**src/rtl/mem_port_arbiter.sv**
```systemverilog
// Two-requester arbiter sharing one memory port between fetch and LSU.
// LSU has priority; a starvation counter forces a fetch grant when saturated.
module mem_port_arbiter #(
  parameter int Width      = 32,
  parameter int STARVE_MAX = 4
) (
  input  logic             clk_i,
  input  logic             rst_ni,
  input  logic             if_req_i,
  input  logic [Width-1:0] if_addr_i,
  input  logic             if_flush_i,
  output logic             if_gnt_o,
  output logic             if_rvalid_o,
  output logic [Width-1:0] if_rdata_o,
  output logic             if_stall_o,
  input  logic             ls_req_i,
  input  logic             ls_we_i,
  input  logic [Width-1:0] ls_addr_i,
  input  logic [Width-1:0] ls_wdata_i,
  input  logic [3:0]       ls_be_i,
  output logic             ls_gnt_o,
  output logic             ls_rvalid_o,
  output logic [Width-1:0] ls_rdata_o,
  output logic             ls_stall_o,
  output logic             mem_req_o,
  output logic             mem_we_o,
  output logic [Width-1:0] mem_addr_o,
  output logic [Width-1:0] mem_wdata_o,
  output logic [3:0]       mem_be_o,
  input  logic             mem_ready_i,
  input  logic [Width-1:0] mem_rdata_i
);

  localparam int CW = $clog2(STARVE_MAX + 1);

  typedef enum logic {S_IDLE, S_BUSY} state_t;
  typedef enum logic {OWN_IF, OWN_LS} own_t;

  state_t           r_state;
  state_t           w_next;
  own_t             r_own;
  logic             r_we;
  logic [Width-1:0] r_addr;
  logic [Width-1:0] r_wdata;
  logic [3:0]       r_be;
  logic             r_discard;
  logic [CW-1:0]    r_starve;
  logic             r_if_rvalid;
  logic             r_ls_rvalid;
  logic [Width-1:0] r_if_rdata;
  logic [Width-1:0] r_ls_rdata;

  logic w_free;
  logic w_done;
  logic w_starved;
  logic w_if_gnt;
  logic w_ls_gnt;
  logic w_if_drop;

  // Grant decision and next state; free when idle or the access completes
  always_comb begin
    w_if_gnt  = 1'b0;
    w_ls_gnt  = 1'b0;
    w_next    = r_state;
    w_done    = (r_state == S_BUSY) && mem_ready_i;
    w_free    = (r_state == S_IDLE) || w_done;
    w_starved = (r_starve == CW'(STARVE_MAX));
    if (w_free) begin
      if (ls_req_i && !(if_req_i && w_starved)) begin
        w_ls_gnt = 1'b1;
      end else if (if_req_i) begin
        w_if_gnt = 1'b1;
      end
      w_next = (w_ls_gnt || w_if_gnt) ? S_BUSY : S_IDLE;
    end
  end

  assign w_if_drop   = r_discard || if_flush_i;
  assign if_gnt_o    = w_if_gnt;
  assign ls_gnt_o    = w_ls_gnt;
  assign if_stall_o  = if_req_i && !w_if_gnt;
  assign ls_stall_o  = ls_req_i && !w_ls_gnt;
  assign mem_req_o   = (r_state == S_BUSY);
  assign mem_we_o    = r_we;
  assign mem_addr_o  = r_addr;
  assign mem_wdata_o = r_wdata;
  assign mem_be_o    = r_be;
  assign if_rvalid_o = r_if_rvalid;
  assign ls_rvalid_o = r_ls_rvalid;
  assign if_rdata_o  = r_if_rdata;
  assign ls_rdata_o  = r_ls_rdata;

  // State register
  always_ff @(posedge clk_i or negedge rst_ni) begin
    if (!rst_ni) r_state <= S_IDLE;
    else         r_state <= w_next;
  end

  // Capture the granted request; fields stay stable until the next grant
  always_ff @(posedge clk_i or negedge rst_ni) begin
    if (!rst_ni) begin
      r_own   <= OWN_IF;
      r_we    <= 1'b0;
      r_addr  <= '0;
      r_wdata <= '0;
      r_be    <= 4'h0;
    end else if (w_ls_gnt) begin
      r_own   <= OWN_LS;
      r_we    <= ls_we_i;
      r_addr  <= ls_addr_i;
      r_wdata <= ls_wdata_i;
      r_be    <= ls_be_i;
    end else if (w_if_gnt) begin
      r_own   <= OWN_IF;
      r_we    <= 1'b0;
      r_addr  <= if_addr_i;
      r_wdata <= '0;
      r_be    <= 4'hF;
    end
  end

  // Register the completion as a one-cycle response to the owner
  always_ff @(posedge clk_i or negedge rst_ni) begin
    if (!rst_ni) begin
      r_if_rvalid <= 1'b0;
      r_ls_rvalid <= 1'b0;
      r_if_rdata  <= '0;
      r_ls_rdata  <= '0;
    end else begin
      r_if_rvalid <= w_done && (r_own == OWN_IF) && !w_if_drop;
      r_ls_rvalid <= w_done && (r_own == OWN_LS);
      if (w_done && (r_own == OWN_IF) && !w_if_drop)
        r_if_rdata <= mem_rdata_i;
      if (w_done && (r_own == OWN_LS))
        r_ls_rdata <= r_we ? '0 : mem_rdata_i;
    end
  end

  // Discard flag: a flushed fetch still completes on the bus but is dropped
  always_ff @(posedge clk_i or negedge rst_ni) begin
    if (!rst_ni) begin
      r_discard <= 1'b0;
    end else if (w_if_gnt) begin
      r_discard <= if_flush_i;
    end else if (w_done) begin
      r_discard <= 1'b0;
    end else if ((r_state == S_BUSY) && (r_own == OWN_IF) && if_flush_i) begin
      r_discard <= 1'b1;
    end
  end

  // Starvation counter for denied fetch cycles, saturating
  always_ff @(posedge clk_i or negedge rst_ni) begin
    if (!rst_ni) begin
      r_starve <= '0;
    end else if (w_if_gnt || !if_req_i) begin
      r_starve <= '0;
    end else if (if_stall_o && !w_starved) begin
      r_starve <= r_starve + CW'(1);
    end
  end

endmodule

```
**config.mk**
```make
export PLATFORM = sky130hd
export DESIGN_NAME = mem_port_arbiter
export DESIGN_NICKNAME = d
export VERILOG_FILES = /design/src/rtl/mem_port_arbiter.sv
export SDC_FILE = /design/constraint.sdc
export NUM_CORES = 1
export LEC_CHECK = 0
export BUFFER_PORTS_ARGS = -buffer_cell sky130_fd_sc_hd__buf_2
export CORE_MARGIN = 2
export CORE_UTILIZATION = 46
export DETAILED_ROUTE_END_ITERATION = 12
export GPL_ROUTABILITY_DRIVEN = 0
export GPL_TIMING_DRIVEN = 0
export PLACE_DENSITY = 0.8
export SLEW_MARGIN = 10
export SYNTH_ARGS = -nofsm -noshare
export SYNTH_HDL_FRONTEND = slang
export SYNTH_SLANG_ARGS = --single-unit
```
**constraint.sdc**
```tcl
create_clock -name clk_i -period 1.8 [get_ports clk_i]
set_input_delay 0.36 -clock clk_i [delete_from_list [all_inputs] [get_ports clk_i]]
set_output_delay 0.36 -clock clk_i [all_outputs]
set_load 0.01 [all_outputs]
```
After elaboration in Yosys (flattened, before gate mapping)
Cells that the tools add are included.
Word-level totals
  flip-flop bits (word level): 141
  input port bits: 139
  output and inout bits: 140
  logic and storage cells: 63
Operators by class
  add/sub/neg operators: 1
  equal/unequal tests: 1
  multiplexer cells: 23
  bitwise logic cells: 2
  reductions and logical operators: 24
Operator list (count)
  $mux W32: 5
  $mux W1: 14
  $logic_and A1 B1 Y1: 11
  $mux W4: 2
  $logic_not A1 Y1: 6
  $mux W3: 2
  $logic_or A1 B1 Y1: 4
  $reduce_bool A2 Y1: 2
  $add A3 B1 Y3 const B: 1
  $eq A3 B3 Y1 const B: 1
  $reduce_bool A3 Y1: 1
  $not A1 Y1: 2

Logic depth before layout (Yosys ltp)
Gate-level depths: netlist of the first run.
  word-level depth: 12
  depth in mapped cells: 8
  depth with buffers taken out: 6

Least setup slack after synthesis of the first run
Ideal clock, no wire load.
  path kind: reg2out
  start: register r_starve[0]
  end: output port if_stall_o
  arrival time: 1290 ps
  data required time: 1440 ps
  path slack: 150 ps
  stages on the path, launching flop included: 7
  buffers on the path: 1
  cells stage by stage: dfrtp_1 inv_1 ha_1 a21boi_2 nor3_4 buf_2 nor2_1
On the way
  cells in the longest elaborated chain, start to end: 9
Ends and longest elaborated chain
  from (decl): line 47  | logic [CW-1:0] r_starve;
  from (signal assigned): line 159  | r_starve <= r_starve + CW'(1);
  $eq A3 B3 Y1: line 67  | w_starved = (r_starve == CW'(STARVE_MAX));
  $logic_and A1 B1 Y1: line 69  | if (ls_req_i && !(if_req_i && w_starved)) begin
  $logic_not A1 Y1: line 69
  $logic_and A1 B1 Y1: line 69
  $mux W1: line 69
  $mux W1 (2 in a row): line 68  | if (w_free) begin
  via if_gnt_o: line 12  | output logic if_gnt_o,
  $logic_not A1 Y1: line 81  | assign if_stall_o = if_req_i && !w_if_gnt;
  $logic_and A1 B1 Y1: line 81
  to (decl): line 15  | output logic if_stall_o,
The timed path passes the listed nets, and every way through them passes these cells. The select of a mux whose other input is x is not followed.

Worst setup path in the final report of the first run
  start: register r_starve[1]
  end: output port if_stall_o
On the way
  cells in the longest elaborated chain, start to end: 9
Ends and longest elaborated chain (line)
  $eq A3 B3 Y1: 67
  $logic_and A1 B1 Y1: 69
  $logic_not A1 Y1: 69
  $logic_and A1 B1 Y1: 69
  $mux W1: 69
  $mux W1 (2 in a row): 68
  $logic_not A1 Y1: 81
  $logic_and A1 B1 Y1: 81
Every way passes these cells. The select of a mux whose other input is x is not followed.

==> results_dict.tcl, run 1 <==
set metrics [dict create \
    p_int_mw 6.79 \
    num_vias 4885 \
    post_drt_wl_per_cell_um 17.0 \
    n_antenna_cell 0 \
    syn_nets 584 \
    relSlewSlack 0.681 \
    cp-start-kind "flop" \
    dr.first_iter.drc_count 275 \
    ys.warnings.count 0 \
    design_area_um2 8070 \
    fin_ws_ns -0.191 \
    syn_area_per_cell_um2 12.8 \
    peakVddDrop_mv 0.512 \
    start_util 0.472 \
    total_power_mw 9.67 \
    leakage_nw 4.13 \
    swShare 0.297 \
    cts_tree "done" \
    route.detailed.drc 0 \
    clock_latency_ns 0.42 \
    die_y_um 115 \
    post-route-period-util 1.11 \
    io_pins 279 \
    areaGrowthSynthToFinish_pct 41.8 \
    syn_area_um2 5690 \
    violations "negative setup slack" \
    grt_pass1_wl_um 25100 \
    p_per_area_nw_per_um2 1200 \
    ant_nets 0 \
    htreeDepth 4 \
    synth_cells 443 \
    grt_overflow_total 0 \
    clk_pin_slew_worst_paths_ns 0.06 \
    fin_tns_setup_ns -0.645 \
    io_buffers 278 \
    report.final.slew_viol_count 0 \
    dp_hpwl_um 11800 \
    period_needed_ns 1.99 \
    grt_antenna_before_repair 0 \
    p_sw_mw 2.87 \
    crit_type "reg -> out" \
    nets 898 \
    cp_max_fo 5 \
    grt_pass1_vias 4900 \
    p_comb_frac 0.232 \
    root_buffer "clkbuf_16" \
    place_ws_ns -0.235 \
    hold_viol 0 \
    status "finished, violations left" \
    drt-vias-per-instance 5.21 \
    synth.distinct_cells 37 \
    wl_um 15900 \
    dr.pass1.iters 4 \
    clkPwrFrac 0.336 \
    grt_usage 0.245 \
    cts-buffers-inserted 17 \
    end_kind "output port" \
    pwr-share-seq 0.431 \
    worstMarginPinSlew_ns 0.479 \
    clock.fmax_mhz 502 \
    setup_viol 4 \
    core_um2 12100 \
    clockBufferDepth 2 \
    maxCapViolations 0 \
    drive_above_1_share 0.477 \
    grt_max_degree 94 \
    dpl-instance-area_um2 7330 \
    rows 40 \
    crit_required_ns 1.44 \
    cts.sinks 141 \
    rsz0062_at_grt "true" \
    finClkSkew_ns 0.00880 \
    arrival_ns 1.63 \
    ys_ff_latch 141 \
    synth_seq_area_share 0.620 \
    fp.dieW_um 115 \
    design.die.area_um2 13300 \
    hp-class "in -> reg" \
]
==> metrics by stage <==
step           hold WS [ns]  std cells   util
2_1_floorplan        0.0644        443      -
3_3_place_gp          0.457        889  0.605
3_5_place_dp          0.332        890  0.607
4_1_cts               0.143        934  0.665
5_1_grt               0.145        938  0.669
6_report              0.161        938  0.669
==> synth_stat cells <==
| library cell | count | area share |
|---|---|---|
| buf_6 | 2 | 0.0040 |
| buf_4 | 3 | 0.0040 |
| a211o_1 | 1 | 0.0015 |
| o22a_1 | 4 | 0.0062 |
| nor4_4 | 1 | 0.0037 |
| nand3_1 | 2 | 0.0018 |
| o21ai_1 | 2 | 0.0018 |
| nand2b_1 | 33 | 0.036 |
| a22o_1 | 33 | 0.051 |
| a221o_1 | 32 | 0.056 |
| o21ai_0 | 32 | 0.028 |
| nor3b_1 | 1 | 0.0013 |
| inv_2 | 1 | 0.00066 |
| a21boi_0 | 30 | 0.040 |
| mux2_1 | 20 | 0.040 |
| o211ai_1 | 2 | 0.0026 |
| o32a_1 | 1 | 0.0018 |
| nand3b_1 | 1 | 0.0013 |
| dfrtp_1 | 141 | 0.62 |
| buf_2 | 14 | 0.012 |
| a21oi_1 | 2 | 0.0018 |
| clkbuf_1 | 14 | 0.0092 |
| or3_1 | 2 | 0.0022 |
| and2_1 | 1 | 0.0011 |
| a21boi_2 | 1 | 0.0020 |
| nor2b_1 | 2 | 0.0022 |
| nor2b_2 | 1 | 0.0015 |
| or2_1 | 1 | 0.0011 |
| nand3_2 | 1 | 0.0018 |
| nor2_1 | 3 | 0.0020 |
| inv_1 | 4 | 0.0026 |
| nand2_1 | 37 | 0.024 |
| a21boi_1 | 2 | 0.0026 |
| nor3_1 | 1 | 0.00088 |
| ha_1 | 2 | 0.0044 |
| nor3_4 | 1 | 0.0029 |
| mux2_2 | 12 | 0.024 |
==> power groups by stage <==
stage / clock (mW) / sequential [mW] / combinational (mW)
finish: 3.25 / 4.17 / 2.24
global route: 3.45 / 4.24 / 2.48
CTS: 3.32 / 4.17 / 2.26
detailed placement: 0 / 4.21 / 2.21
global placement: 0 / 4.17 / 2.14
floorplan: 0 / 4.49 / 0.769
==> path summary, 6_finish.rpt <==
check,start,end,slack (ns),cells past startpoint
worst max-delay path,r_starve[1],if_stall_o,-0.19,7
worst min-delay path,ls_wdata_i[21],mem_wdata_o[21],0.16,2
worst max register to register,r_starve[1],mem_addr_o[10],0.04,8
worst min register to register,ls_rdata_o[23],ls_rdata_o[23],0.47,2
max in group asynchronous,rst_ni,mem_wdata_o[18],0.52,3
min in group asynchronous,rst_ni,if_rdata_o[4],0.46,2
==> cell families after synthesis <==
logic type / Yosys count / synth area share
adders and majority gates: 2 / 0.00440
DFF: 141 / 0.620
muxes: 32 / 0.0633
and+or+nand+nor: 88 / 0.0844
AOI/OAI and AO/OA: 142 / 0.195
buffers and inverters: 38 / 0.0328
==> metal layers <==
layer,up-vias,global-route usage,routed length (um)
met5,-,0,0
met4,0,0.0980,339
met3,30,0.0701,1080
met2,220,0.414,8210
met1,2383,0.299,6290
li1,2252,-,-
==> what timing repair did <==
| item | CTS | global route |
|---|---|---|
| hold buffers | 1 | 0 |
| setup buffers | 12 | 4 |
| endpoints found under the setup margin | 20 | 5 |
| endpoints found under the hold margin | 48 | 0 |
| gates cloned | 0 | 0 |
| pin swaps | 3 | 3 |
| gates resized for setup | 15 | 6 |
==> flip-flops by register name, indices dropped and copies added (netlist names) <==
name / cells
if_rdata_o: 32
if_rvalid_o: 1
ls_rdata_o: 32
ls_rvalid_o: 1
mem_addr_o: 32
mem_be_o: 4
mem_req_o: 1
mem_wdata_o: 32
mem_we_o: 1
r_discard: 1
r_own: 1
r_starve: 3
==> area by class of cell <==
type                    count  area (um2)
multi-input cells         264        2020
repair buffers            296        1570
plain buffers              32         174
inverters                   5        23.8
well taps                 168         210
clock inverters            14         121
flip-flops and latches    141        3530
fillers                   949        3990
clock buffers              18         429
==> critical path, cell delays in order (launching register included) <==
cell and delay (ns):
dfrtp_1 0.39, inv_2 0.09, ha_4 0.17, a21boi_4 0.07, nor3_4 0.17, buf_6 0.15
nor2_2 0.03, buf_2 0.14
==> cell usage in the layout, fill, tap and decap left out, types with 3 or more instances in the layout <==
master / instances
clkinvlp_4: 6
inv_6: 3
buf_6: 6
mux2_2: 12
buf_2: 286
o22a_1: 4
clkinv_2: 4
nand2_1: 37
clkbuf_16: 17
clkbuf_1: 15
a21boi_0: 30
buf_4: 20
o21ai_0: 32
dfrtp_1: 141
mux2_1: 20
nand2b_1: 33
a221o_1: 32
a22o_1: 33
(Power assumes the default switching activity.)
==> run 2, diff against run 1 <==
--- a/config.mk
+++ b/config.mk
@@ -7,11 +7,11 @@
 export LEC_CHECK = 0
 export BUFFER_PORTS_ARGS = -buffer_cell sky130_fd_sc_hd__buf_2
 export CORE_MARGIN = 2
-export CORE_UTILIZATION = 46
+export CORE_UTILIZATION = 45
 export DETAILED_ROUTE_END_ITERATION = 12
 export GPL_ROUTABILITY_DRIVEN = 0
 export GPL_TIMING_DRIVEN = 0
-export PLACE_DENSITY = 0.8
+export PLACE_DENSITY = 0.79
 export SLEW_MARGIN = 10
 export SYNTH_ARGS = -nofsm -noshare
 export SYNTH_HDL_FRONTEND = slang
==> constraint.sdc (replaced) <==
create_clock -name clk_i -period 1.8 [get_ports clk_i]
set_input_delay 0.18 -clock clk_i [delete_from_list [all_inputs] [get_ports clk_i]]
set_output_delay 0.18 -clock clk_i [all_outputs]
set_load 0.01 [all_outputs]
==> run 2 against run 1 <==
Effect of this change:
- the run still ends with negative setup slack left
- core utilization up 6.3 points
- combinational power grew 13%
- global-route usage rose by 5.3 points
- sequential share of layout area fell by 5.1 points
- non-clock buffer count up 103
- setup slack improved by 0.18 ns
- first-iteration DRC count grew 85%
- fmax rose by 9.9%
- count of clock-buffer cells in the layout increased by 1
- critical endpoint unchanged
- die area increased by 2.1%
- highest routed layer unchanged
==> results_dict.tcl, run 2 (same netlist as run 1, synthesis figures left out) <==
set metrics [dict create \
    report.final.slew_viol_count 0 \
    regArea_um2 3530 \
    most-common-layout-cells "287 x buf_2, 141 x dfrtp_1, 103 x dlygate4sd3_1, 37 x nand2_1" \
    p_per_area_nw_per_um2 1100 \
    crit_type "reg -> out" \
    end_kind "output port" \
    clk_pin_slew_worst_paths_ns 0.06 \
    final_util 0.732 \
    areaGrowthSynthToFinish_pct 60.4 \
    start_util 0.456 \
    clockBufferDepth 2 \
    grt_pass1_vias 5992 \
    placed_cells 894 \
    cp_max_fo 3 \
    cts-buffers-inserted 17 \
    maxCapViolations 0 \
    grt_antenna_before_repair 0 \
    post-route-period-util 1.01 \
    wl_um 20400 \
    fin_ws_ns -0.0125 \
    multi_input_area_um2 2030 \
    core_um2 12500 \
    period_needed_ns 1.81 \
    cp-start-kind "flop" \
    root_buffer "clkbuf_16" \
    fin_tns_setup_ns -0.0209 \
    status "finished, violations left" \
    cts.sinks 141 \
    grt_pass1_wl_um 30700 \
    num_vias 5692 \
    relSlewSlack 0.677 \
    grt_max_degree 92 \
    arrival_ns 1.63 \
    dp_hpwl_um 12400 \
    drive_above_1_share 0.424 \
    leakage_nw 4.59 \
    clock_latency_ns 0.42 \
    hp-class "in -> reg" \
    final_cells 1045 \
    dr.first_iter.drc_count 510 \
    hold_viol 0 \
    post_drt_wl_per_cell_um 19.5 \
    drt-vias-per-instance 5.45 \
    htreeDepth 4 \
    cts_tree "done" \
    peakVddDrop_mv 0.530 \
    reg2reg_slack_ns -0.01 \
    violations "negative setup slack" \
    route.detailed.drc 0 \
    dr.pass1.iters 5 \
    nets 1001 \
    n_antenna_cell 0 \
    finClkSkew_ns 0.00926 \
    ant_nets 0 \
    rows 41 \
    rsz0062_at_grt "true" \
    design.die.area_um2 13600 \
    die_y_um 116 \
    io_buffers 278 \
    fillers 770 \
    setup_viol 3 \
    grt_usage 0.299 \
    place_ws_ns -0.0422 \
    fp.dieW_um 116 \
    io_pins 279 \
    clock.fmax_mhz 552 \
    layout_commonest_cell "buf_2" \
    crit_required_ns 1.62 \
    worstMarginPinSlew_ns 0.485 \
    grt_overflow_total 0 \
]
run 2: changes by cell type in the layout (fill, tap and decap cells not counted), sizes merged:
cell	delta
dlygate4sd3	+102
clkbuf	+1
clkinvlp	-3
clkinv	+2
buf	+1
run 2: final cells by class:
type | instances | share of cell area
clock inverters | 13 | 0.0128
multi-input cells | 264 | 0.222
well taps | 172 | 0.0236
plain buffers | 33 | 0.0203
clock buffers | 19 | 0.0485
flip-flops and latches | 141 | 0.387
repair buffers | 398 | 0.284
inverters | 5 | 0.00206
run 2: path summary, 6_finish.rpt:
path / from / end / cells past startpoint
setup / recovery: r_starve[0] / if_stall_o / 7
hold / removal: mem_rdata_i[27] / if_rdata_o[27] / 2
setup reg to reg: mem_req_o / mem_addr_o[3] / 5
hold reg to reg: ls_rdata_o[27] / ls_rdata_o[27] / 2
max in group asynchronous: rst_ni / mem_wdata_o[18] / 3
min in group asynchronous: rst_ni / ls_rdata_o[10] / 2
run 2: metal layers:
metal  share of wire  vias to the layer above  track usage
li1                -                     2454            -
met4           0.048                        0        0.185
met1            0.35                     2750        0.322
met3           0.090                       79       0.0778
met5               0                        -            0
met2            0.52                      409        0.524
run 2: worst max-delay path, stage by stage, from the launching register on:
cell and delay [ns]:
dfrtp_1 0.39, inv_2 0.08, ha_4 0.18, a21boi_4 0.08
nor3_4 0.17, buf_6 0.14, nor2_2 0.03, buf_2 0.15
run 2: power by group:
part	internal [mW]	switching (mW)	total [mW]
clock network	1.94	1.37	3.31
logic	1.24	1.29	2.53
registers	3.82	0.371	4.19
total	6.99	3.03	10.0
run 2: repair_timing:
item,in CTS,in global routing
hold endpoints to repair,125,1
hold buffers,102,1
endpoints found under the setup margin,24,55
buffers inserted,11,5
gates resized for setup,15,6
pin swaps,3,5
run 2: through the flow:
stage	hold WS [ns]	power [mW]	instance area, um2
after floorplan	-0.116	5.26	5690
after global placement	0.403	6.31	7300
after detailed placement	0.158	6.43	7330
after CTS	0.000319	9.94	9060
after global routing	0.00239	10.5	9130
final	0.0121	10.0	9130
==> run 3, diff against run 2 <==
--- a/config.mk
+++ b/config.mk
@@ -6,12 +6,12 @@
 export NUM_CORES = 1
 export LEC_CHECK = 0
 export BUFFER_PORTS_ARGS = -buffer_cell sky130_fd_sc_hd__buf_2
+export CAP_MARGIN = 20
 export CORE_MARGIN = 2
-export CORE_UTILIZATION = 45
+export CORE_UTILIZATION = 39
 export DETAILED_ROUTE_END_ITERATION = 12
-export GPL_ROUTABILITY_DRIVEN = 0
 export GPL_TIMING_DRIVEN = 0
-export PLACE_DENSITY = 0.79
+export PLACE_DENSITY = 0.7
 export SLEW_MARGIN = 10
 export SYNTH_ARGS = -nofsm -noshare
 export SYNTH_HDL_FRONTEND = slang
==> run 3 against run 2 <==
Effect of this change:
- the run still ends with negative setup slack left
- hold slack gained 0.0077 ns
- register-to-register slack gained 0.02 ns
- core utilization shrank 8.1 points
- clock power grew 14%
- critical path depth grew 1
- power grew 3.9%
- count of clock-buffer cells in the layout grew 3
- via count shrank 3.3%
- critical path type unchanged
==> results_dict.tcl, run 3 (same netlist as run 1, synthesis figures left out) <==
set metrics [dict create \
    grt_pass1_vias 5859 \
    clockBufferDepth 2 \
    cp_slowest_cell "dfrtp_1" \
    whs_ns 0.0198 \
    io_pins 279 \
    nets 1015 \
    grt_max_degree 91 \
    die_y_um 125 \
    start_util 0.396 \
    cp-start-kind "flop" \
    grt_antenna_before_repair 0 \
    p_comb_frac 0.237 \
    layout_commonest_cell "buf_2" \
    drive_above_1_share 0.414 \
    grt_usage 0.240 \
    grt_overflow_total 0 \
    fp.dieW_um 125 \
    htreeDepth 4 \
    final_cells 1070 \
    arrival_ns 1.62 \
    wl_um 18700 \
    swShare 0.277 \
    design.die.area_um2 15600 \
    crit_chain "inv_2, ha_4, nand3_2, nand3_4, inv_4, buf_8, buf_8, buf_6" \
    period_needed_ns 1.80 \
    post-route-period-util 1.00 \
    cts-buffers-inserted 17 \
    n_antenna_cell 0 \
    num_vias 5505 \
    place_congestion 0.810 \
    leakage_nw 4.69 \
    cp-startpoint "r_starve[1]" \
    rsz0062_at_grt "true" \
    p_sw_mw 2.88 \
    peakVddDrop_mv 0.593 \
    crit_type "reg -> out" \
    most-common-layout-cells "288 x buf_2, 141 x dfrtp_1, 118 x dlygate4sd3_1, 37 x nand2_1" \
    hp-class "in -> reg" \
    violations "negative setup slack" \
    post_drt_wl_per_cell_um 17.4 \
    clkPwrFrac 0.361 \
    critPathMaxStageDelay_ns 0.39 \
    maxCapViolations 0 \
    drt-vias-per-instance 5.14 \
    total_power_mw 10.4 \
    pwr-share-seq 0.402 \
    fillers 1038 \
    core_um2 14400 \
    grt_pass1_wl_um 29700 \
    cp_max_fo 4 \
    reg2reg_from "r_starve[1]" \
    p_per_area_nw_per_um2 1110 \
    clock_latency_ns 0.41 \
    dp_hpwl_um 12200 \
    end_kind "output port" \
    cts_tree "done" \
    p_int_mw 7.53 \
    cp_common_cell "buf_8" \
    finClkSkew_ns 0.00842 \
    io_buffers 278 \
    dr.first_iter.drc_count 279 \
    rows 44 \
    relSlewSlack 0.428 \
    hold_viol 0 \
    areaGrowthSynthToFinish_pct 64.4 \
    dr.pass1.iters 5 \
    ant_nets 0 \
    clk_pin_slew_worst_paths_ns 0.06 \
    placed_cells 906 \
    root_buffer "clkbuf_16" \
    fin_ws_ns -0.00438 \
    route.detailed.drc 0 \
    clock.fmax_mhz 554 \
    setup_viol 1 \
    crit_required_ns 1.62 \
    cts.sinks 141 \
    status "finished, violations left" \
    report.final.slew_viol_count 0 \
    min_from "ls_wdata_i[26]" \
    worstMarginPinSlew_ns 0.858 \
]
run 3: power groups by stage:
| stage | Combinational (mW) | Sequential [mW] | Clock [mW] |
|---|---|---|---|
| floorplan | 0.769 | 4.49 | 0 |
| global placement | 2.14 | 4.17 | 0 |
| detailed placement | 2.21 | 4.21 | 0 |
| CTS | 2.45 | 4.17 | 3.84 |
| global route | 2.67 | 4.26 | 3.97 |
| finish | 2.47 | 4.19 | 3.76 |
run 3: timing repair:
| action | 4_1_cts | 5_1_grt |
|---|---|---|
| hold buffers | 118 | 0 |
| endpoints found under the setup margin | 23 | 52 |
| hold endpoints to repair | 176 | 0 |
| resized for setup | 16 | 4 |
| buffers inserted | 9 | 6 |
| pin swaps | 4 | 2 |
run 3: cell type report:
class / count / area, um2 / area share
Sequential cell: 141 / 3530 / 0.377
Timing Repair Buffer: 412 / 2730 / 0.292
Multi-Input combinational cell: 264 / 2020 / 0.215
Clock buffer: 22 / 484 / 0.0518
Tap cell: 184 / 230 / 0.0246
Buffer: 33 / 189 / 0.0202
Clock inverter: 9 / 159 / 0.0170
Inverter: 5 / 21.3 / 0.00227
run 3: per-stage QoR:
stage           TNS, ns  setup slack, ns  cell area (um2)  utilization
2_1_floorplan         0            0.189             5690            -
3_3_place_gp    -177.84            -1.27             7310        0.509
3_5_place_dp     -0.385          -0.0900             7350        0.511
4_1_cts         -0.0910          -0.0683             9300        0.647
5_1_grt          -0.379          -0.0637             9360        0.651
6_report       -0.00438         -0.00438             9360        0.651
run 3: metal layers:
layer | GRT usage | share of wire | wire length (um) | vias up
met3 | 0.0644 | 0.072 | 1340 | 53
met1 | 0.280 | 0.39 | 7360 | 2678
met4 | 0.121 | 0.032 | 590 | 0
met5 | 0 | 0 | 0 | -
li1 | - | - | - | 2482
met2 | 0.407 | 0.50 | 9380 | 292
run 3: critical path: cells and delay by family, from the launching register on:
family                     cells  cell delay, ns
adders and majority gates      1            0.17
and+or+nand+nor                2            0.19
buffers and inverters          5            0.46
DFF                            1            0.39
run 3: worst paths after layout:
check	endpoint	slack, ns	cells past startpoint
worst max-delay path	ls_gnt_o	-0.004	8
worst min-delay path	mem_wdata_o[26]	0.02	2
worst max register to register	mem_addr_o[15]	0.01	9
worst min register to register	if_rdata_o[10]	0.48	1
max in group asynchronous	mem_wdata_o[15]	0.64	3
min in group asynchronous	if_rdata_o[5]	0.40	2
